File: src/rtl/elevator_pkg.sv
// Shared types, codes and floor helpers for the 3-floor elevator controller.
package elevator_pkg;

  localparam int NUM_FLOORS = 3;

  typedef enum logic [2:0] {
    ST_IDLE      = 3'd0,
    ST_MOVE_UP   = 3'd1,
    ST_MOVE_DOWN = 3'd2,
    ST_DOOR_OPEN = 3'd3,
    ST_ESTOP     = 3'd4
  } state_t;

  localparam logic [1:0] ENG_STOP   = 2'b00;
  localparam logic [1:0] ENG_UP     = 2'b01;
  localparam logic [1:0] ENG_DOWN   = 2'b10;
  localparam logic [3:0] MGMT_ESTOP = 4'b1101;
  localparam logic [3:0] MGMT_HOME  = 4'b1011;

  function automatic logic [NUM_FLOORS-1:0] floor_onehot(input logic [1:0] f);
    case (f)
      2'd0:    floor_onehot = 3'b001;
      2'd1:    floor_onehot = 3'b010;
      2'd2:    floor_onehot = 3'b100;
      default: floor_onehot = 3'b000;
    endcase
  endfunction

  function automatic logic [NUM_FLOORS-1:0] calls_above(input logic [NUM_FLOORS-1:0] req,
                                                        input logic [1:0] f);
    case (f)
      2'd0:    calls_above = req & 3'b110;
      2'd1:    calls_above = req & 3'b100;
      default: calls_above = 3'b000;
    endcase
  endfunction

  function automatic logic [NUM_FLOORS-1:0] calls_below(input logic [NUM_FLOORS-1:0] req,
                                                        input logic [1:0] f);
    case (f)
      2'd1:    calls_below = req & 3'b001;
      2'd2:    calls_below = req & 3'b011;
      default: calls_below = 3'b000;
    endcase
  endfunction

endpackage

File: src/rtl/elevator_timer.sv
// Loadable down-counter; done is high while the count sits at zero.
module elevator_timer #(
  parameter int WIDTH = 2
) (
  input  logic             clk,
  input  logic             rst,
  input  logic             clr,
  input  logic             load,
  input  logic [WIDTH-1:0] load_val,
  input  logic             en,
  output logic             done
);

  logic [WIDTH-1:0] count_r;

  // Clear beats load, load beats decrement; the counter parks at zero.
  always_ff @(posedge clk or posedge rst) begin
    if (rst) begin
      count_r <= '0;
    end else if (clr) begin
      count_r <= '0;
    end else if (load) begin
      count_r <= load_val;
    end else if (en && (count_r != '0)) begin
      count_r <= count_r - {{(WIDTH-1){1'b0}}, 1'b1};
    end else begin
      count_r <= count_r;
    end
  end

  assign done = (count_r == '0);

endmodule

File: src/rtl/elevator.sv
// Top-level elevator FSM: call latching, management decode, travel/door sequencing, output decode.
module elevator
  import elevator_pkg::*;
#(
  parameter int TRAVEL_CYCLES = 2,
  parameter int DOOR_CYCLES   = 2
) (
  input  logic       CLK,
  input  logic       RST,
  input  logic [3:0] BCD_management,
  input  logic [2:0] interior_movement,
  input  logic [2:0] exterior_movement,
  output logic [1:0] engine,
  output logic [2:0] doors
);

  localparam int TMAX = (TRAVEL_CYCLES > DOOR_CYCLES) ? TRAVEL_CYCLES : DOOR_CYCLES;
  localparam int TW   = $clog2(TMAX + 1);
  localparam logic [TW-1:0] TRAVEL_LOAD = TW'(TRAVEL_CYCLES - 1);
  localparam logic [TW-1:0] DOOR_LOAD   = TW'(DOOR_CYCLES - 1);

  state_t     state_r, state_n_s;
  logic [1:0] floor_r, floor_n_s, nf_s;
  logic       dir_r, dir_n_s;
  logic [2:0] pend_r, pend_n_s, calls_s, req_s;
  logic       estop_s, home_s, run_en_s;
  logic       tr_load_s, tr_en_s, tr_done_s;
  logic       dr_load_s, dr_en_s, dr_done_s;
  logic       tmr_clr_s, arrive_s, up_s;

  elevator_timer #(.WIDTH(TW)) u_travel (
    .clk(CLK), .rst(RST), .clr(tmr_clr_s), .load(tr_load_s),
    .load_val(TRAVEL_LOAD), .en(tr_en_s), .done(tr_done_s)
  );

  elevator_timer #(.WIDTH(TW)) u_door (
    .clk(CLK), .rst(RST), .clr(tmr_clr_s), .load(dr_load_s),
    .load_val(DOOR_LOAD), .en(dr_en_s), .done(dr_done_s)
  );

  // Next-state, request and timer-control logic.
  always_comb begin
    estop_s   = (BCD_management == MGMT_ESTOP);
    home_s    = (BCD_management == MGMT_HOME);
    run_en_s  = BCD_management[0] & ~estop_s;
    calls_s   = interior_movement | exterior_movement;
    if (state_r == ST_DOOR_OPEN) begin
      calls_s = calls_s & ~floor_onehot(floor_r);
    end else begin
      calls_s = calls_s;
    end
    req_s     = home_s ? 3'b001 : (pend_r | calls_s);
    state_n_s = state_r;
    floor_n_s = floor_r;
    dir_n_s   = dir_r;
    pend_n_s  = req_s;
    nf_s      = floor_r;
    tr_load_s = 1'b0;
    tr_en_s   = 1'b0;
    dr_load_s = 1'b0;
    dr_en_s   = 1'b0;
    tmr_clr_s = 1'b0;
    arrive_s  = 1'b0;
    up_s      = 1'b0;

    if (estop_s) begin
      state_n_s = ST_ESTOP;
      pend_n_s  = 3'b000;
      tmr_clr_s = 1'b1;
    end else begin
      case (state_r)
        ST_IDLE: begin
          if (!run_en_s) begin
            state_n_s = ST_IDLE;
          end else if ((req_s & floor_onehot(floor_r)) != 3'b000) begin
            state_n_s = ST_DOOR_OPEN;
            pend_n_s  = req_s & ~floor_onehot(floor_r);
            dr_load_s = 1'b1;
          end else if ((calls_above(req_s, floor_r) != 3'b000) &&
                       (dir_r || (calls_below(req_s, floor_r) == 3'b000))) begin
            state_n_s = ST_MOVE_UP;
            dir_n_s   = 1'b1;
            tr_load_s = 1'b1;
          end else if (calls_below(req_s, floor_r) != 3'b000) begin
            state_n_s = ST_MOVE_DOWN;
            dir_n_s   = 1'b0;
            tr_load_s = 1'b1;
          end else begin
            state_n_s = ST_IDLE;
          end
        end
        ST_MOVE_UP: begin
          if (tr_done_s) begin
            arrive_s = 1'b1;
            up_s     = 1'b1;
          end else begin
            tr_en_s = 1'b1;
          end
        end
        ST_MOVE_DOWN: begin
          if (tr_done_s) begin
            arrive_s = 1'b1;
            up_s     = 1'b0;
          end else begin
            tr_en_s = 1'b1;
          end
        end
        ST_DOOR_OPEN: begin
          if (dr_done_s) begin
            state_n_s = ST_IDLE;
          end else begin
            dr_en_s = 1'b1;
          end
        end
        ST_ESTOP: begin
          state_n_s = ST_IDLE;
          pend_n_s  = 3'b000;
          tmr_clr_s = 1'b1;
        end
        default: begin
          state_n_s = ST_IDLE;
          pend_n_s  = 3'b000;
          tmr_clr_s = 1'b1;
        end
      endcase
    end

    // Arrival: step the floor (clamped at the shafts ends), then stop, continue or idle.
    if (arrive_s) begin
      if (up_s) begin
        nf_s = (floor_r == 2'd2) ? floor_r : floor_r + 2'd1;
      end else begin
        nf_s = (floor_r == 2'd0) ? floor_r : floor_r - 2'd1;
      end
      floor_n_s = nf_s;
      if ((req_s & floor_onehot(nf_s)) != 3'b000) begin
        state_n_s = ST_DOOR_OPEN;
        pend_n_s  = req_s & ~floor_onehot(nf_s);
        dr_load_s = 1'b1;
      end else if (run_en_s && ((up_s ? calls_above(req_s, nf_s)
                                      : calls_below(req_s, nf_s)) != 3'b000)) begin
        state_n_s = state_r;
        tr_load_s = 1'b1;
      end else begin
        state_n_s = ST_IDLE;
      end
    end else begin
      nf_s = floor_r;
    end
  end

  // State registers with outputs decoded from the next state so they line up with it.
  always_ff @(posedge CLK or posedge RST) begin
    if (RST) begin
      state_r <= ST_IDLE;
      floor_r <= 2'd0;
      dir_r   <= 1'b1;
      pend_r  <= 3'b000;
      engine  <= ENG_STOP;
      doors   <= 3'b000;
    end else begin
      state_r <= state_n_s;
      floor_r <= floor_n_s;
      dir_r   <= dir_n_s;
      pend_r  <= pend_n_s;
      engine  <= (state_n_s == ST_MOVE_UP)   ? ENG_UP :
                 (state_n_s == ST_MOVE_DOWN) ? ENG_DOWN : ENG_STOP;
      doors   <= (state_n_s == ST_DOOR_OPEN) ? floor_onehot(floor_n_s) : 3'b000;
    end
  end

endmodule

File: config.mk
export PLATFORM = sky130hd
export DESIGN_NAME = elevator
export DESIGN_NICKNAME = d
export VERILOG_FILES = /design/src/rtl/elevator_pkg.sv /design/src/rtl/elevator_timer.sv /design/src/rtl/elevator.sv
export SDC_FILE = /design/constraint.sdc
export NUM_CORES = 1
export LEC_CHECK = 0
export ABC_AREA = 1
export ABC_CLOCK_PERIOD_IN_PS = 3200
export BUFFER_PORTS_ARGS = -buffer_cell sky130_fd_sc_hd__buf_2
export CELL_PAD_IN_SITES_DETAIL_PLACEMENT = 0
export CELL_PAD_IN_SITES_GLOBAL_PLACEMENT = 2
export CORE_ASPECT_RATIO = 0.6
export CORE_MARGIN = 2
export CORE_UTILIZATION = 34
export CTS_CLUSTER_SIZE = 14
export DETAILED_ROUTE_END_ITERATION = 8
export PLACE_DENSITY_LB_ADDON = 0.05
export SLEW_MARGIN = 25
export SYNTH_ARGS = -nofsm -noshare
export SYNTH_HDL_FRONTEND = slang
export SYNTH_SLANG_ARGS = --single-unit
File: constraint.sdc
create_clock -name CLK -period 3.2 [get_ports CLK]
set_clock_uncertainty 0.2 [all_clocks]
set_input_delay 0.32 -clock CLK [delete_from_list [all_inputs] [get_ports CLK]]
set_output_delay 0.32 -clock CLK [all_outputs]
set_load 0.1 [all_outputs]
# --- Yosys cells after proc, flatten, opt, wreduce, memory -nomap -nowiden ---
# Cells that the tools add are included.
op_classes:
  n_eq_ne: 14
  muxes: 98
  reduce_logical: 26
  add_sub_neg: 4
  n_bitwise: 13
op_table:
  columns: ["op", "n"]
  rows:
  - ["$mux W3", 42]
  - ["$pmux W3 S3", 4]
  - ["$mux W2", 17]
  - ["$mux W1", 30]
  - ["$reduce_bool A3 Y1", 7]
  - ["$pmux W3 S2", 3]
  - ["$and A3 B3 Y3", 5]
  - ["$eq A3 B2 Y1 const B", 4]
  - ["$logic_not A2 Y1", 5]
  - ["$not A3 Y3", 3]
  - ["$eq A4 B4 Y1 const B", 2]
  - ["$pmux W2 S2", 2]
  - ["$eq A2 B1 Y1 const B", 3]
  - ["$eq A2 B2 Y1 const B", 3]
  - ["$eq A3 B1 Y1 const B", 2]
  - ["$logic_not A3 Y1", 2]
  - ["$or A3 B3 Y3", 2]
  - ["$reduce_bool A2 Y1", 3]
  - ["$sub A2 B1 Y2 const B", 3]
  - ["$reduce_and A5 Y1", 1]
  - ["$logic_and A1 B1 Y1", 4]
  - ["$reduce_or A4 Y1", 1]
  - ["$reduce_or A3 Y1", 1]
  - ["$add A2 B1 Y2 const B", 1]
  - ["4 further kinds", 5]
word_totals:
  input_bits: 12
  reg_bits: 18

# --- Longest topological paths before layout ---
# Gate-level depths: netlist (run 1).
depth:
  depth_word: 34
  ltp_mapped: 18
  ltp_nobuf: 18

# --- Modules after synthesis ---
# Synthesis (run 1) repeated with hierarchy kept, for this count alone.
hier_totals:
  cells_unflattened: 216
  hier_area_um2: 1537.7
by_module_without_submodules:
  columns: ["mod", "seq_area_each_um2", "n_inst", "cells_each", "area_each_um2"]
  rows:
  - ["elevator", 351.6, 1, 174, 1257.5]
  - ["elevator_timer", 50.0, 2, 21, 140.1]

# --- Least setup slack after synthesis (run 1) ---
# OpenSTA, ideal clock, no wires.
synth_path:
  kind: "reg2reg"
  start: "reg u_travel.count_r[0]"
  end: "reg doors[0]"
  setup_ns: 0.115
  arrival_time_ns: 2.247
  required_ns: 2.885
  slack_ns: 0.638
  path_stages_with_launch: 19
  path_cell_list: "dfrtp_1 inv_1 ha_1 inv_1 nor2_4 nand2_2 or2_1 o21ai_2 inv_2 ha_1 or2_2 nand3_1 nand3_2 nand3_2 nor2_2 nor2_2 nand2_2 nand3_2 nor2_1"
synth_between:
  elab_chain_len: 18
  word_cells_on_any_way: 34
  cone_classes: "5 x eq/ne; 22 x mux; 1 x bitwise; 6 x reduce/logical"
synth_rtl:
  columns: ["item", "line_no", "text"]
  rows:
  - ["start: declaration", "elevator_timer.sv:14", "logic [WIDTH-1:0] count_r;"]
  - ["start signal: assignment", "elevator_timer.sv:23", "count_r <= load_val;"]
  - ["start signal: assignment", "elevator_timer.sv:25", "count_r <= count_r - {{(WIDTH-1){1'b0}}, 1'b1};"]
  - ["start signal: assignment", "elevator_timer.sv:27", "count_r <= count_r;"]
  - ["$logic_not A2 Y1 *", "elevator_timer.sv:31", "assign done = (count_r == '0);"]
  - ["$mux W1 *", "elevator.sv:93, elevator.sv:101", null]
  - ["$mux W1", null, null]
  - ["$mux W1", "elevator.sv:66", "if (estop_s) begin"]
  - ["$mux W2", "elevator.sv:130", "if (up_s) begin"]
  - ["$mux W2", "elevator.sv:129", "if (arrive_s) begin"]
  - ["$eq A2 B2 Y1 (tied with other cells)", "elevator_pkg.sv:21, elevator_pkg.sv:40", null]
  - ["$pmux W2 S2 / $pmux W3 S2 (equally long branches)", "elevator_pkg.sv:40, elevator_pkg.sv:31", null]
  - ["[3 not listed]", null, null]
  - ["$reduce_bool A3 Y1", "elevator.sv:140", "end else if (run_en_s && ((up_s ? calls_above(req_s, nf_s)"]
  - ["$logic_and A1 B1 Y1", "elevator.sv:140", null]
  - ["$mux W3", "elevator.sv:140", null]
  - ["$mux W3", "elevator.sv:136", "if ((req_s & floor_onehot(nf_s)) != 3'b000) begin"]
  - ["$mux W3 *", "elevator.sv:129", null]
  - ["named net state_n_s[1]", "elevator.sv:22", "state_t state_r, state_n_s;"]
  - ["$eq A3 B2 Y1 *", "elevator.sv:168", "doors <= (state_n_s == ST_DOOR_OPEN) ? floor_onehot(floor_n_s) : 3'b000;"]
  - ["$mux W3 *", "elevator.sv:168", null]
  - ["end signal: assignment", "elevator.sv:168", null]
  - ["end: declaration", "elevator.sv:14", "output logic [2:0] doors"]
# Mark *: on every way through the listed nets, which the timed path passes. The rest lies on a longest branch. The select of a mux whose other input is x is not followed.
# A chain may end at the register's enable or synchronous reset.

# --- Worst setup path in the final report (run 1) ---
# Ends and elaborated chain as after synthesis.

==> results of run 1 <==
==> per-stage QoR <==
stage                     std cells  instance area, µm²  total power (µW)
after CTS                       278                1720               482
after floorplan                 198                1510               270
after global routing            278                1720               498
after global placement          274                1670               286
after detailed placement        274                1670               286
final                           278                1720               474
==> power breakdown <==
part | internal, µW | total [µW] | switching [µW]
registers | 232 | 233 | 1.76
logic | 16.4 | 48.3 | 31.9
clock network | 109 | 192 | 82.8
==> cells in the final DEF, fill, tap and decap left out, types with 5 or more instances in the layout <==
master / instances
nand3_1: 7
inv_1: 25
nor2_1: 12
a21oi_1: 5
nand2_1: 48
buf_2: 16
nor2_2: 5
nand3_2: 7
inv_2: 8
ha_1: 13
nand2_2: 8
dfrtp_1: 17
o21ai_0: 5
==> how the worst max path moves through the flow <==
stage,startpoint,endpoint,slack [ns],cells after the start
6_report,u_travel.count_r[0],doors[0],0.41,18
5_1_grt,u_travel.count_r[0],u_travel.count_r[0],0.14,16
4_1_cts,u_travel.count_r[0],doors[0],0.40,18
3_5_place_dp,u_travel.count_r[0],doors[0],0.42,18
3_3_place_gp,u_travel.count_r[0],doors[1],0.51,18
2_1_floorplan,u_travel.count_r[0],doors[0],0.64,18
==> registers in the layout, summed over array words and instances (netlist names) <==
register	count
pend_r	3
u_door.count_r	2
floor_r	2
u_travel.count_r	2
doors	3
state_r	3
engine	2
dir_r	1
==> cell families (layout without fill, tap and decap cells) <==
logic type	Yosys count	after routing	share of synthesized area [%]
compound gates	21	21	9.26
xor+xnor	2	2	1.16
fa+ha+maj	13	13	10.7
buf+inv	35	55	9.17
flops	18	18	29.8
simple gates	109	109	39.8
==> critical path, stage by stage, from the launching register on <==
cell,delay [ns]
dfrtp_1,0.36
inv_1,0.08
ha_1,0.14
inv_1,0.07
nor2_4,0.16
nand2_2,0.10
or2_1,0.23
o21ai_2,0.11
inv_2,0.07
ha_1,0.24
or2_2,0.30
nand3_1,0.09
nand3_2,0.08
nand3_2,0.09
nor2_2,0.04
nor2_2,0.08
nand2_2,0.09
nand3_2,0.09
nor2_1,0.05
==> final cells by class <==
type / instances / area (µm²) / area share (%)
Sequential cell: 18 / 452 / 26.2
Timing Repair Buffer: 16 / 80.1 / 4.64
Tap cell: 60 / 75.1 / 4.35
Inverter: 35 / 139 / 8.06
Clock buffer: 4 / 55.1 / 3.19
Multi-Input combinational cell: 145 / 923 / 53.6
==> layer usage <==
layer / share of wire [%] / global-route usage (%)
met5: 0 / 0
met3: 6.1 / 2.98
met4: 0.39 / 3.30
met1: 54 / 24.4
met2: 40 / 23.3
==> summary.md, run 1 <==
| Metric | Value |
|---|---|
| Asr flop ratio synth | `between 90% and 100%` |
| Worst Hold Class | `in -> async` |
| Top-count cell post-synth | `nand2_1` |
| Clock-pin slew on the worst setup and hold paths | `around 0.070 ns` |
| VDD IR-drop max | `0.137 mV` |
| DRT antenna net count | `0` |
| Routed len/inst | `13.0 µm` |
| Relative slew slack | `50.8%` |
| GRT Resource Usage Total | `16.0%` |
| Area Overhead vs Synth | `13.9%` |
| Via density | `roughly 4.6` |
| CTS tree | `yes` |
| Num CTS Buffers | `3` |
| CP Max Fanout | `4` |
| Core area | `4190 µm²` |
| Setup ws final | `0.411 ns` |
| Initial Utilization | `36.1%` |
| Total of max-cap violations | `0` |
| Top cell type's share of synthesized area | `28.1%` |
| First-pass iteration count of the detailed router | `4` |
| Power Dens Cells | `275 nW/µm²` |
| Fin nets | `244` |
| First-pass GRT wire length | `6190 µm` |
| Crit path kind | `reg -> reg` |
| Inserted Diodes | `0` |
| Failing checks | `hold timing` |
| H-tree levels | `1` |
| WP data arrival | `between 2 and 3 ns` |
| Share of cells above drive strength 1 | `32.1%` |
| Die H | `between 50 and 60 µm` |
| Post-Syn Nets | `223` |
| Most frequent cells after synthesis | `nand2_1 (48), inv_1 (25), dfrtp_1 (17)` |
| Final Cycle Share | `87.1%` |
| Die ar. | `5020 µm²` |
| Post-CTS sizing | `0` |
| DR DRC count | `0` |
| Worst R2R End | `doors[0]` |
| Grt ovf | `0` |
| Synth area leader | `dfrtp_1` |
| Reg2Reg Setup Slack | `0.41 ns` |
| Sink Count | `18` |
| Port Buf Inserts | `16` |
| Placer congestion estimate | `0.830` |
| Leakage | `around 0.00094 µW` |
| Vias in the first global route | `1227` |
| Die Wd | `90.1 µm` |
| Final Core Density | `between 40 and 50%` |
| Antenna violations before repair | `0` |
| FF-to-FF Start | `u_travel.count_r[0]` |
| Clk_lat worst skew | `0.26 ns` |
| Initial drt markers | `slightly above 80` |
| Worst endpoint required time | `about 3.2 ns` |
| Ranking of synthesized cells by area | `dfrtp_1 (28%), nand2_1 (12%), ha_1 (11%), inv_1 (6.2%), nand3_2 (4.6%)` |
| Register area share after synthesis | `29.8%` |
| Post-detail-place hpwl | `~3000 µm` |
| Hold Slack | `-0.0220 ns` |
| Setup violators final | `0` |
| Min Clock Period, post-route | `between 2 and 3 ns` |
| Status | `finished with violations` |
| Top-level I/O count | `17` |
| Max Fclk | `359 MHz` |
| RSZ-0062 raised after global routing | `false` |
| Final Hold Vio Count | `17` |
| Worst-case reg-to-reg path depth | `18` |
| Fillers | `441` |
| Final WL | `3610 µm` |
| Synthesized area | `1510 µm²` |
| # rows | `18` |
| Slew at the pin with the worst max-slew slack | `0.737 ns` |
| Synth cell types | `32` |
| Primary FF master, synth | `dfrtp_1` |
| Largest net degree at the start of global routing | `19` |
| CTS hold repair buffers | `0` |
| Bufs on Longest Clock Path | `2` |
| Post-place setup slack | `0.423 ns` |
| Warnings, synthesis | `0` |
| EDFF count, synth | `0` |
| Via count | `roughly 1300` |
| Synth Instances | `approximately 200` |
| FF+latch count, synth | `18` |
| Avg Cell Area, Syn | `between 7 and 8 µm²` |
| Setup bufs post-CTS | `0` |
| Critical path startpoint category | `flop` |
| Fin Setup TNS | `0 ns` |
| Root Buffer | `clkbuf_8` |
| Nature of the critical path endpoint | `flop` |
| Max Slew Vio Count | `0` |
No activity file was read; power rests on OpenSTA's default activity.
==> run 2: changes to the inputs <==
--- a/config.mk
+++ b/config.mk
@@ -6,7 +6,7 @@
 export NUM_CORES = 1
 export LEC_CHECK = 0
 export ABC_AREA = 1
-export ABC_CLOCK_PERIOD_IN_PS = 3200
+export ABC_CLOCK_PERIOD_IN_PS = 3100
 export BUFFER_PORTS_ARGS = -buffer_cell sky130_fd_sc_hd__buf_2
 export CELL_PAD_IN_SITES_DETAIL_PLACEMENT = 0
 export CELL_PAD_IN_SITES_GLOBAL_PLACEMENT = 2
@@ -16,6 +16,7 @@
 export CTS_CLUSTER_SIZE = 14
 export DETAILED_ROUTE_END_ITERATION = 8
 export PLACE_DENSITY_LB_ADDON = 0.05
+export REMOVE_ABC_BUFFERS = 1
 export SLEW_MARGIN = 25
 export SYNTH_ARGS = -nofsm -noshare
 export SYNTH_HDL_FRONTEND = slang
==> constraint.sdc (replaced) <==
create_clock -name CLK -period 3.1 [get_ports CLK]
set_clock_uncertainty 0.2 [all_clocks]
set_input_delay 0.31 -clock CLK [delete_from_list [all_inputs] [get_ports CLK]]
set_output_delay 0.31 -clock CLK [all_outputs]
set_load 0.1 [all_outputs]
==> summary.md, run 2 (synthesis results as in run 1) <==
| Metric | Value |
|---|---|
| Routing usage on met1 | `24.1% (-0.23 points)` |
| Die H | `55.7 µm (unchanged)` |
| Overall power | `487 µW (+2.8%)` |
| Bufs on Longest Clock Path | `2 (unchanged)` |
| Via count | `1289 (+1.7%)` |
| CP Max Fanout | `4 (unchanged)` |
| Fin nets | `245 (+0.41%)` |
| Fin Setup TNS | `0 ns (unchanged)` |
| Clock-pin slew on the worst setup and hold paths | `0.08 ns (about the same)` |
| Grt ovf | `0 (unchanged)` |
| Die Wd | `90.1 µm (unchanged)` |
| Largest net degree at the start of global routing | `19 (unchanged)` |
| Final WL | `3730 µm (+3.4%)` |
| Core area | `4190 µm² (unchanged)` |
| FF-to-FF Start | `u_travel.count_r[0]` |
| Max Slew Vio Count | `0 (unchanged)` |
| DRT antenna net count | `0 (unchanged)` |
| Worst R2R End | `doors[2]` |
| Setup violators final | `0 (unchanged)` |
| Hold_sp | `BCD_management[1]` |
| Root Buffer | `clkbuf_8` |
| # rows | `18 (unchanged)` |
| Final Hold Vio Count | `0 (-17)` |
| WP data arrival | `2.74 ns (about the same)` |
| WHS Endpoint | `state_r[2]` |
| Most frequent cells in the layout | `nand2_1 (48), inv_1 (25), dfrtp_1 (17)` |
| RSZ-0062 raised after global routing | `false` |
| Hold path cells | `2` |
| Crit path from | `u_travel.count_r[0]` |
| Share of cells above drive strength 1 | `32.0% (-0.15 points)` |
| Total of max-cap violations | `0 (unchanged)` |
| Top-level I/O count | `17 (unchanged)` |
| Relative slew slack | `51.3% (+0.47 points)` |
| Commonest non-fill, non-tap cell in the layout | `nand2_1` |
| Worst-case reg-to-reg path depth | `18 (unchanged)` |
| Sink Count | `18 (unchanged)` |
| Initial drt markers | `70 (-14%)` |
| GRT Resource Usage Total | `16.1% (+0.18 points)` |
| Clk_lat worst skew | `0.26 ns (about the same)` |
| GR Layer Usage met2 | `24.1% (+0.75 points)` |
| Via density | `4.62 (+1.4%)` |
| Crit path kind | `reg -> reg` |
| First-pass GRT wire length | `6330 µm (+2.2%)` |
| Initial Utilization | `36.1% (unchanged)` |
| Routed len/inst | `13.4 µm (+3.0%)` |
| Slew at the pin with the worst max-slew slack | `0.730 ns (-0.00703 ns)` |
| Met3 Use GR | `3.25% (+0.27 points)` |
| Status | `completed` |
| Setup bufs post-CTS | `0 (unchanged)` |
| Num CTS Buffers | `3 (unchanged)` |
| CTS hold repair buffers | `1 (+1)` |
| Inserted Diodes | `0 (unchanged)` |
| Area Overhead vs Synth | `14.5%` |
| Leakage | `0.000943 µW (+0.44%)` |
| Die ar. | `5020 µm² (unchanged)` |
| First-pass iteration count of the detailed router | `4 (unchanged)` |
| DR DRC count | `0 (unchanged)` |
| Worst endpoint required time | `3.05 ns (-0.10 ns)` |
| Registers with the most flip-flops | `doors x3, pend_r x3, state_r x3` |
| Reg2Reg Setup Slack | `0.31 ns (-0.10 ns)` |
| Port Buf Inserts | `16 (unchanged)` |
| Vias in the first global route | `1289 (+5.1%)` |
| Worst Hold Class | `in -> reg` |
| Placer congestion estimate | `0.832 (+0.22%)` |
| Post-detail-place hpwl | `3120 µm (+4.8%)` |
| CTS tree | `yes` |
| Power Dens Cells | `281 nW/µm² (+2.2%)` |
| VDD IR-drop max | `0.148 mV (+7.9%)` |
| Final Cycle Share | `90.0% (+2.8 points)` |
| Nature of the critical path endpoint | `flop` |
| Min Clock Period, post-route | `2.79 ns (+0.0000970 ns)` |
| Post-CTS sizing | `0 (unchanged)` |
| Critical path startpoint category | `flop` |
| Max Fclk | `359 MHz (about the same)` |
| Top Usage Layer GRT | `met1` |
| Antenna violations before repair | `0 (unchanged)` |
| H-tree levels | `1 (unchanged)` |
==> run 2: cell count changes in the layout (fill, tap and decap cells not counted) <==
cell,before,now
dlygate4sd3_1,0,1
==> run 2: through the flow <==
step	instances	worst slack [ns]	util (%)	instance area [µm²]	hold WS (ns)
5_1_grt	279	0.0384	41.4	1730	0.0828
3_3_place_gp	274	0.401	39.8	1670	0.269
3_5_place_dp	274	0.331	39.8	1670	0.277
2_1_floorplan	198	0.538	-	1510	0.0478
4_1_cts	279	0.298	41.4	1730	0.0718
6_report	279	0.311	41.4	1730	0.0743
==> run 2: worst max-delay path, cell delays in order (launching register included) <==
cell and delay, ns:
dfrtp_1 0.37, inv_1 0.08, ha_1 0.14, inv_1 0.07
nor2_4 0.16, nand2_2 0.10, or2_1 0.23, o21ai_2 0.11
inv_2 0.07, ha_1 0.25, or2_2 0.30, nand3_1 0.09
nand3_2 0.08, nand3_2 0.08, nor2_2 0.04, nor2_2 0.08
nand2_2 0.08, nand3_2 0.09, nor2_1 0.05
==> run 2: per-layer routing <==
metal / part of all wire (%) / vias to the layer above
li1: - / 670
met3: 7.0 / 2
met5: 0 / -
met4: 0.35 / 0
met1: 51 / 589
met2: 42 / 28
==> run 2: how the worst max path moves through the flow <==
| stage | endpoint | slack [ns] | depth (start not counted) |
|---|---|---|---|
| global route | doors[2] | 0.04 | 18 |
| finish | doors[2] | 0.31 | 18 |
| CTS | doors[2] | 0.30 | 18 |
| detailed placement | doors[1] | 0.33 | 18 |
| floorplan | doors[0] | 0.54 | 18 |
| global placement | doors[0] | 0.40 | 18 |
==> run 2: area by class of cell <==
class	count	area, µm²
Sequential cell	18	452
Fill cell	451	2450
Clock buffer	4	55.1
Inverter	35	139
Timing Repair Buffer	17	90.1
Tap cell	60	75.1
Multi-Input combinational cell	145	923
==> run 2: power by group <==
part	total (µW)	leakage, µW	internal [µW]	switching, µW
combinational	50.7	0.000688	17.7	32.9
clock	195	0.0000288	113	82.6
sequential	241	0.000226	239	1.84
==> run 3: changes to the inputs <==
--- a/config.mk
+++ b/config.mk
@@ -10,7 +10,6 @@
 export BUFFER_PORTS_ARGS = -buffer_cell sky130_fd_sc_hd__buf_2
 export CELL_PAD_IN_SITES_DETAIL_PLACEMENT = 0
 export CELL_PAD_IN_SITES_GLOBAL_PLACEMENT = 2
-export CORE_ASPECT_RATIO = 0.6
 export CORE_MARGIN = 2
 export CORE_UTILIZATION = 34
 export CTS_CLUSTER_SIZE = 14
@@ -21,3 +20,4 @@
 export SYNTH_ARGS = -nofsm -noshare
 export SYNTH_HDL_FRONTEND = slang
 export SYNTH_SLANG_ARGS = --single-unit
+export TNS_END_PERCENT = 30
==> summary.md, run 3 (synthesis results as in run 1) <==
| Metric | Value |
|---|---|
| Delay of the slowest cell on the worst path | `0.37 ns (about the same)` |
| Post-detail-place hpwl | `2930 µm (-6.1%)` |
| Core area | `4320 µm² (+3.2%)` |
| Nature of the critical path endpoint | `flop` |
| Die Wd | `70.7 µm (-22%)` |
| H-tree levels | `1 (unchanged)` |
| Commonest non-fill, non-tap cell in the layout | `nand2_1` |
| Worst endpoint required time | `3.05 ns (about the same)` |
| Worst R2R End | `doors[1]` |
| Critical path startpoint category | `flop` |
| DR DRC count | `0 (unchanged)` |
| Root Buffer | `clkbuf_8` |
| Routed len/inst | `13.0 µm (-3.0%)` |
| Die H | `70.7 µm (+27%)` |
| Share of cells above drive strength 1 | `32.0% (unchanged)` |
| Crit-path most repeated cell | `nand3_2` |
| Port Buf Inserts | `16 (unchanged)` |
| First-pass GRT wire length | `6180 µm (-2.4%)` |
| Relative slew slack | `52.6% (+1.3 points)` |
| WP data arrival | `2.73 ns (about the same)` |
| Reg2Reg Setup Slack | `0.31 ns (about the same)` |
| Top-level I/O count | `17 (unchanged)` |
| Die ar. | `5000 µm² (-0.35%)` |
| Top delay family on crit path | `simple AND/OR/NAND/NOR gates` |
| Register area | `452 µm² (unchanged)` |
| Fin Setup TNS | `0 ns (unchanged)` |
| Final WL | `3520 µm (-5.7%)` |
| Slew at the pin with the worst max-slew slack | `0.710 ns (-0.0195 ns)` |
| Post-CTS sizing | `0 (unchanged)` |
| Initial drt markers | `39 (-44%)` |
| Area of the multi-input gates | `923 µm² (unchanged)` |
| Bufs on Longest Clock Path | `2 (unchanged)` |
| CTS tree | `yes` |
| Status | `completed` |
| Num CTS Buffers | `3 (unchanged)` |
| Clock-pin slew on the worst setup and hold paths | `0.08 ns (about the same)` |
| Setup bufs post-CTS | `0 (unchanged)` |
| Overall power | `490 µW (+0.61%)` |
| Final Hold Vio Count | `0 (unchanged)` |
| # rows | `24 (+6)` |
| Clk_lat worst skew | `0.26 ns (about the same)` |
| WHS Endpoint | `state_r[2]` |
| Worst path slowest cell | `dfrtp_1` |
| GRT Resource Usage Total | `15.7% (-0.49 points)` |
| Critical path buffer and inverter count | `3 (unchanged)` |
| Sink Count | `18 (unchanged)` |
| Setup violators final | `0 (unchanged)` |
| Fin nets | `245 (unchanged)` |
| Initial Utilization | `35.0% (-1.1 points)` |
| First-pass iteration count of the detailed router | `4 (unchanged)` |
| Max Slew Vio Count | `0 (unchanged)` |
| Total of max-cap violations | `0 (unchanged)` |
| Most frequent cells in the layout | `nand2_1 (48), inv_1 (25), dfrtp_1 (17)` |
| Vias in the first global route | `1318 (+2.2%)` |
| Crit path kind | `reg -> reg` |
| Crit path from | `u_travel.count_r[0]` |
| Max Fclk | `359 MHz (about the same)` |
| Via density | `4.78 (+3.5%)` |
| CTS hold repair buffers | `1 (unchanged)` |
| Leakage | `0.000943 µW (unchanged)` |
| Worst-path cell chain | `inv_1 -> ha_1 -> inv_1 -> nor2_4 -> nand2_2 -> or2_1 -> o21ai_2 -> inv_2 -> ha_1 -> or2_2 -> nand3_1 -> nand3_2 -> nand3_2 -> nor2_2 -> nor2_2 -> nand2_2 -> nand3_2 -> nor2_1` |
| FF-to-FF Start | `u_travel.count_r[0]` |
| Area Overhead vs Synth | `13.9%` |
| VDD IR-drop max | `0.140 mV (-5.3%)` |
| Worst-case reg-to-reg path depth | `18 (unchanged)` |
| Grt ovf | `0 (unchanged)` |
| Hold_sp | `BCD_management[1]` |
| Power Dens Cells | `284 nW/µm² (+1.2%)` |
| Placer congestion estimate | `0.803 (-3.5%)` |
| Inserted Diodes | `0 (unchanged)` |
| Largest net degree at the start of global routing | `19 (unchanged)` |
| Antenna violations before repair | `0 (unchanged)` |
| Fillers | `455 (+0.89%)` |
| Final Cycle Share | `89.9% (about the same)` |
| Hold path cells | `2 (unchanged)` |
| Registers with the most flip-flops | `doors x3, pend_r x3, state_r x3` |
| RSZ-0062 raised after global routing | `false` |
| Worst Hold Class | `in -> reg` |
| CP Max Fanout | `4 (unchanged)` |
| Via count | `1296 (+0.54%)` |
| Min Clock Period, post-route | `2.79 ns (-0.00140 ns)` |
| DRT antenna net count | `0 (unchanged)` |
-- run 3: cell counts in the layout (fill, tap and decap cells not counted) --
Identical to the previous run, type by type.
-- run 3: where the power goes --
part | total, µW | leakage, µW | switching [µW] | internal, µW
Clock | 199 | 0.0000288 | 86.2 | 113
Combinational | 50.1 | 0.000688 | 32.4 | 17.7
Sequential | 241 | 0.000226 | 1.74 | 239
Total | 490 | 0.000943 | 120 | 370
-- run 3: metrics by stage --
stage          setup slack, ns  cell area [µm²]  utilization, %  hold WS, ns  cells
2_1_floorplan            0.538             1510               -       0.0478    198
3_3_place_gp             0.394             1660            38.4        0.270    266
3_5_place_dp             0.320             1660            38.4        0.270    266
4_1_cts                  0.292             1720            39.9       0.0726    271
5_1_grt                  0.114             1720            39.9       0.0784    271
6_report                 0.313             1720            39.9       0.0783    271
-- run 3: area by class of cell --
class / instances / area share (%)
inverters: 35 / 8.06
flip-flops and latches: 18 / 26.2
multi-input cells: 145 / 53.6
clock buffers: 4 / 3.19
well taps: 52 / 3.77
repair buffers: 17 / 5.22
-- run 3: how the worst max path moves through the flow --
stage / endpoint / slack [ns] / depth (start not counted)
6_report: doors[1] / 0.31 / 18
5_1_grt: doors[1] / 0.11 / 18
4_1_cts: doors[1] / 0.29 / 18
3_5_place_dp: doors[1] / 0.32 / 18
3_3_place_gp: doors[2] / 0.39 / 16
2_1_floorplan: doors[0] / 0.54 / 18
-- run 3: per-layer routing --
metal / wire (µm) / GRT usage, % / up-vias
li1: - / - / 663
met4: 34 / 3.77 / 0
met3: 184 / 2.28 / 4
met5: 0 / 0 / -
met1: 1610 / 20.8 / 604
met2: 1690 / 26.9 / 25
